### src/rtl/ov7670_pool.sv
// Crops a centred window from the capture stage's luma write stream and box-averages it
// into an OUT_DIM x OUT_DIM image for the CNN input buffer; frames started under hold are skipped.
module ov7670_pool #(
   parameter int IMG_W   = 640,
   parameter int IMG_H   = 480,
   parameter int X0      = 96,
   parameter int Y0      = 16,
   parameter int BLK     = 16,
   parameter int OUT_DIM = 28
) (
   input  logic        pclk,
   input  logic        rst_n,
   input  logic [18:0] pix_addr,
   input  logic [7:0]  pix_data,
   input  logic        pix_we,
   input  logic        hold,
   output logic [9:0]  out_addr,
   output logic [7:0]  out_data,
   output logic        out_we,
   output logic        frame_done
);

   localparam int LB    = $clog2(BLK);
   localparam int ACC_W = 8 + 2*LB;
   localparam int XW    = $clog2(IMG_W + 1);
   localparam int YW    = $clog2(IMG_H + 1);
   localparam int BW    = (OUT_DIM > 1) ? $clog2(OUT_DIM) : 1;
   localparam int WIN   = BLK * OUT_DIM;

   localparam logic [XW-1:0] X_LO   = XW'(X0);
   localparam logic [XW-1:0] X_HI   = XW'(X0 + WIN);
   localparam logic [XW-1:0] X_END  = XW'(IMG_W - 1);
   localparam logic [YW-1:0] Y_LO   = YW'(Y0);
   localparam logic [YW-1:0] Y_HI   = YW'(Y0 + WIN);
   localparam logic [YW-1:0] Y_SAT  = YW'(IMG_H);
   localparam logic [BW-1:0] B_LAST = BW'(OUT_DIM - 1);

   typedef enum logic [1:0] {IDLE, ACTIVE, SKIP} state_t;

   state_t state, state_nx;

   // nx/ny hold the position the next non-frame-start pixel will occupy
   logic [XW-1:0]    nx, cur_x, lx;
   logic [YW-1:0]    ny, cur_y, ly;
   logic [BW-1:0]    bx, by;
   logic [ACC_W-1:0] acc [OUT_DIM];
   logic [ACC_W-1:0] sum;
   logic [9:0]       addr_c;
   logic             frame_start, valid_pos, in_win, blk_last;
   logic             acc_en, wr_en, done_en;

   assign frame_start = pix_we && (pix_addr == 19'd0);
   assign cur_x       = frame_start ? '0 : nx;
   assign cur_y       = frame_start ? '0 : ny;
   assign valid_pos   = (cur_y != Y_SAT);
   assign lx          = cur_x - X_LO;
   assign ly          = cur_y - Y_LO;
   assign in_win      = (cur_x >= X_LO) && (cur_x < X_HI) && (cur_y >= Y_LO) && (cur_y < Y_HI);
   assign bx          = BW'(lx >> LB);
   assign by          = BW'(ly >> LB);
   assign blk_last    = (lx[LB-1:0] == '1) && (ly[LB-1:0] == '1);
   assign sum         = acc[bx] + ACC_W'(pix_data);
   assign addr_c      = 10'(by) * 10'(OUT_DIM) + 10'(bx);

   always_ff @(posedge pclk or negedge rst_n) begin
      if (!rst_n) state <= IDLE;
      else        state <= state_nx;
   end

   always_comb begin
      state_nx = state;
      acc_en   = 1'b0;
      wr_en    = 1'b0;
      done_en  = 1'b0;
      if (frame_start) begin
         // a frame start always wins over any block completing in the same cycle
         state_nx = hold ? SKIP : ACTIVE;
         acc_en   = !hold && in_win;
      end else if (pix_we && state == ACTIVE && valid_pos && in_win) begin
         if (blk_last) begin
            wr_en = 1'b1;
            if (bx == B_LAST && by == B_LAST) begin
               done_en  = 1'b1;
               state_nx = IDLE;
            end
         end else begin
            acc_en = 1'b1;
         end
      end
   end

   always_ff @(posedge pclk or negedge rst_n) begin
      if (!rst_n) begin
         nx <= '0;
         ny <= '0;
      end else if (frame_start) begin
         nx <= XW'(1);
         ny <= '0;
      end else if (pix_we && state != IDLE && valid_pos) begin
         if (cur_x == X_END) begin
            nx <= '0;
            ny <= ny + YW'(1);
         end else begin
            nx <= nx + XW'(1);
         end
      end
   end

   always_ff @(posedge pclk or negedge rst_n) begin
      if (!rst_n) begin
         for (int i = 0; i < OUT_DIM; i++) acc[i] <= '0;
      end else begin
         if (frame_start)
            for (int i = 0; i < OUT_DIM; i++) acc[i] <= '0;
         if (acc_en) acc[bx] <= frame_start ? ACC_W'(pix_data) : sum;
         if (wr_en)  acc[bx] <= '0;
      end
   end

   always_ff @(posedge pclk or negedge rst_n) begin
      if (!rst_n) begin
         out_addr   <= '0;
         out_data   <= '0;
         out_we     <= 1'b0;
         frame_done <= 1'b0;
      end else begin
         out_we     <= wr_en;
         frame_done <= done_en;
         if (wr_en) begin
            out_addr <= addr_c;
            out_data <= sum[ACC_W-1 -: 8];
         end
      end
   end

endmodule

### config.mk
export PLATFORM = sky130hd
export DESIGN_NAME = ov7670_pool
export DESIGN_NICKNAME = d
export VERILOG_FILES = /design/src/rtl/ov7670_pool.sv
export SDC_FILE = /design/constraint.sdc
export NUM_CORES = 2
export LEC_CHECK = 0
export ABC_AREA = 0
export CAP_MARGIN = 20
export CORE_AREA = 2 2 200 202
export DETAILED_ROUTE_END_ITERATION = 8
export DIE_AREA = 0 0 202 204
export GPL_TIMING_DRIVEN = 1
export PLACE_DENSITY = 0.8
export SETUP_SLACK_MARGIN = 0.4
export SLEW_MARGIN = 20
export SYNTH_ARGS = -nofsm -noshare
export SYNTH_HDL_FRONTEND = slang
export SYNTH_SLANG_ARGS = --single-unit
### constraint.sdc
create_clock -name pclk -period 8 [get_ports pclk]
set_clock_uncertainty 0.15 [all_clocks]
set_input_delay 0.8 -clock pclk [delete_from_list [all_inputs] [get_ports pclk]]
set_output_delay 0.8 -clock pclk [all_outputs]
set_load 0.01 [all_outputs]
==> run_results.csv <==
group,metric,value,unit
run_status,status,"completed",
yosys,synth.avg_cell_area,9.42,µm²
worst_setup_path,cp_top_family,"compound AO/OA/AOI/OAI gates",
cts,cts_made_buffers,51,
grt,grt_use_total,0.401,
worst_setup_path,cp.arrival,7390,ps
yosys,synth-edff-count,0,
yosys,synthesis.area,24400,µm²
yosys,async_flop_share,1.00,
route,drc_errors,0,
yosys,ys_types,84,
yosys,synth-adder-area-share,0.0188,
timing,min_period_over_period,0.880,
layout,layout_common_cells,"487 x dfrtp_1, 428 x o21ai_0, 405 x nand2_1",
yosys,synth-seq-cells,489,
yosys,synth-simple-area-share,0.161,
placement,place_ws,669,ps
pwr,p_leak,12.1,nW
layout,drive_gt1_frac,0.0948,
timing,worstMarginPinSlew,1180,ps
grt,antenna_found_initial,1,
floorplan,die_y,204,µm
layout,diodes,0,
timing,rsz0062_at_grt,"no",
timing,tns,0,ps
timing,finalSetupViolCount,0,
cts,clk_latency,610,ps
floorplan,core,39200,µm²
route,first_pass_iters,8,
worst_setup_path,slowest_delay,730,ps
placement,place_area,25300,µm²
yosys,synthXorXnorAreaFrac,0.0132,
cts,postCtsSetupBuffers,0,
worst_setup_path,crit_top_cell,"o21ai_0",
timing,setup_slack,957,ps
grt,grt_pass1_wl,127000,µm
route,route.detailed.wl_per_inst,26.1,µm
timing,slew_headroom,0.212,
worst_setup_path,crit_path_top_delay_cell,"o21ai_2",
placement,dp.cells,3037,
cts,cts_resized,0,
layout,final_cells,3131,
placement,gp_congestion,0.979,
yosys,synthFlopType,"dfrtp_1",
layout,final_common_cell,"dfrtp_1",
grt,grt_start_max_net_pins,150,
cts,hold_buffers,0,
worst_setup_path,worstPathMaxFanout,15,
yosys,ys_seq_area_frac,0.502,
worst_setup_path,required,8340,ps
timing,min_period,7040,ps
worst_setup_path,path_cells,"clkdlybuf4s50_1 > nor4_2 > nand2_1 > o21ai_2 > buf_4 > o22ai_1 > o21ai_0 > nor2_1 > nor3_1 > a21oi_1 > a21oi_1 > ha_1 > nor2b_1 > o21ai_0 > a21boi_0 > o21ai_0 > a21boi_0 > o21a_1 > or2_2 > xnor2_1 > nand2_1 > o21ai_0",
placement,numPortBuffers,50,
timing,fmax,0.142,GHz
worst_setup_path,start_kind,"input pin",
route,via_per_inst,7.00,
layout,area_delta_synth_final,10.7,%
floorplan,die_x,202,µm
cts,clock_path_buffers,3,
layout,post-route-util,0.689,
yosys,synth_top_family_by_area,"compound AO/OA/AOI/OAI gates",
route,num_vias,21900,
cts,htreeDepth,2,
min_path,min_path_type,"in2async",
placement,hpwlAfterDp,53200,µm
pwr,cellPowerDensity,183,nW/µm²
floorplan,start_util,0.623,
floorplan,die_area,41200,µm²
timing,slew_violations,0,
cts,clkTransAtPathRegs,60,ps
cts,tritoncts,"done",
pwr,power.total,4.93,mW
floorplan,num_rows,73,
cts,cts-root-buf,"clkbuf_16",
cts,clkSinkCount,489,
route,drt_wl_total,81700,µm
yosys,yosys_warnings,0,
yosys,synth_nets,2654,
worst_setup_path,critPathKind,"in2reg",
layout,fin_area,27000,µm²
worst_setup_path,cp_num_buf_inv,2,
grt,grt_pass1_vias,21600,
grt,grt_remaining_overflow,0,
worst_setup_path,startpoint,"pix_addr[7]",
worst_setup_path,crit_path_end_kind,"flop",
layout,nets,2629,
pwr,max-vdd-ir-drop,0.000184,V
yosys,synth_compound_area_frac,0.204,
timing,finalHoldViolCount,0,
worst_setup_path,r2r-start,"nx[5]",
route,antenna_left,0,
run,drv_cap,0,
timing,holdWs,111,ps
yosys,synthMuxAreaShare,0.0624,
yosys,syn_inst,2590,
floorplan,io_pins,51,
route,drt-initial-drc-count,3003,
final timing paths:
kind	end	slack (ps)	cells after the start
hold / removal	acc[158]	110	1
min in group pclk	acc[349]	320	2
max in group asynchronous	acc[49]	6040	2
setup reg to reg	acc[280]	1170	20
hold reg to reg	acc[349]	320	2
setup / recovery	acc[280]	960	22
registers in the layout, indices dropped and copies added (netlist names):
signal      count
acc           448
frame_done      1
nx             10
ny              9
out_addr       10
out_data        8
out_we          1
state           2
cell families after synthesis:
group,count (synthesis)
AND/OR/NAND/NOR,869
AO/OA/AOI/OAI,816
flip-flops,489
buffers and inverters,226
multiplexers,122
XOR/XNOR,35
adder cells (fa/ha/maj),33
power breakdown:
part | internal (mW) | switching (mW)
clock | 1.34 | 1.02
combinational | 0.0207 | 0.0764
sequential | 2.47 | 0.00000978
total | 3.83 | 1.10
layer usage:
layer	global-route usage	part of all wire	routed length (µm)	vias to the layer above
met1	0.536	0.38	31100	10700
met2	0.609	0.44	36000	1560
met3	0.0966	0.12	9660	382
met5	0	0.00016	13	-
met4	0.219	0.061	4990	2
li1	-	-	-	9299
layout make-up:
| cell class | instances | area, µm² |
|---|---|---|
| Clock buffer | 78 | 1520 |
| Tap cell | 525 | 657 |
| Inverter | 36 | 135 |
| Multi-Input combinational cell | 1875 | 11300 |
| Sequential cell | 489 | 12200 |
| Fill cell | 3031 | 12200 |
| Clock inverter | 16 | 123 |
| Timing Repair Buffer | 112 | 991 |
cell usage after synthesis, types with 6 or more instances:
library cell | instances | area share
mux2i_1 | 80 | 0.033
buf_4 | 6 | 0.0018
dfrtp_1 | 489 | 0.50
o22ai_1 | 32 | 0.0082
nand3_1 | 231 | 0.047
nand2b_1 | 9 | 0.0023
o2bb2ai_1 | 9 | 0.0032
o21ai_1 | 9 | 0.0018
mux2_2 | 20 | 0.0092
mux4_2 | 22 | 0.020
fa_1 | 6 | 0.0049
clkbuf_1 | 120 | 0.018
xor2_1 | 14 | 0.0050
nor3_1 | 37 | 0.0076
o21ai_2 | 10 | 0.0036
a22oi_1 | 12 | 0.0037
ha_1 | 27 | 0.014
nand4_1 | 18 | 0.0046
and2_1 | 18 | 0.0046
o21ai_0 | 429 | 0.088
buf_2 | 29 | 0.0059
a31oi_1 | 16 | 0.0041
nor2b_1 | 8 | 0.0021
a211oi_1 | 18 | 0.0055
xnor2_1 | 19 | 0.0068
a21oi_1 | 97 | 0.020
a21boi_0 | 25 | 0.0077
a32o_1 | 28 | 0.011
a221oi_1 | 6 | 0.0022
inv_1 | 32 | 0.0049
nand2_1 | 408 | 0.063
a22o_1 | 25 | 0.0090
nor2_1 | 93 | 0.014
buf_1 | 30 | 0.0046
o211ai_1 | 10 | 0.0031
o221ai_1 | 29 | 0.010
nor4_1 | 8 | 0.0021
worst register-to-register path, cell delays in order, from the launching register on:
cell      delay [ps]
dfrtp_4          940
buf_4            530
clkinv_1         750
a21oi_1          430
a21oi_1          110
o21ai_0           90
a21oi_1          120
nor3_1           320
nor4_1           140
inv_1             90
fa_1             220
nor2b_1           60
o21ai_0          240
a21boi_0         170
o21ai_0          270
a21boi_0         140
o21a_1           230
or2_2            320
xnor2_1          610
nand2_1          500
o21ai_0          310
No activity file was read; power rests on OpenSTA's default activity.
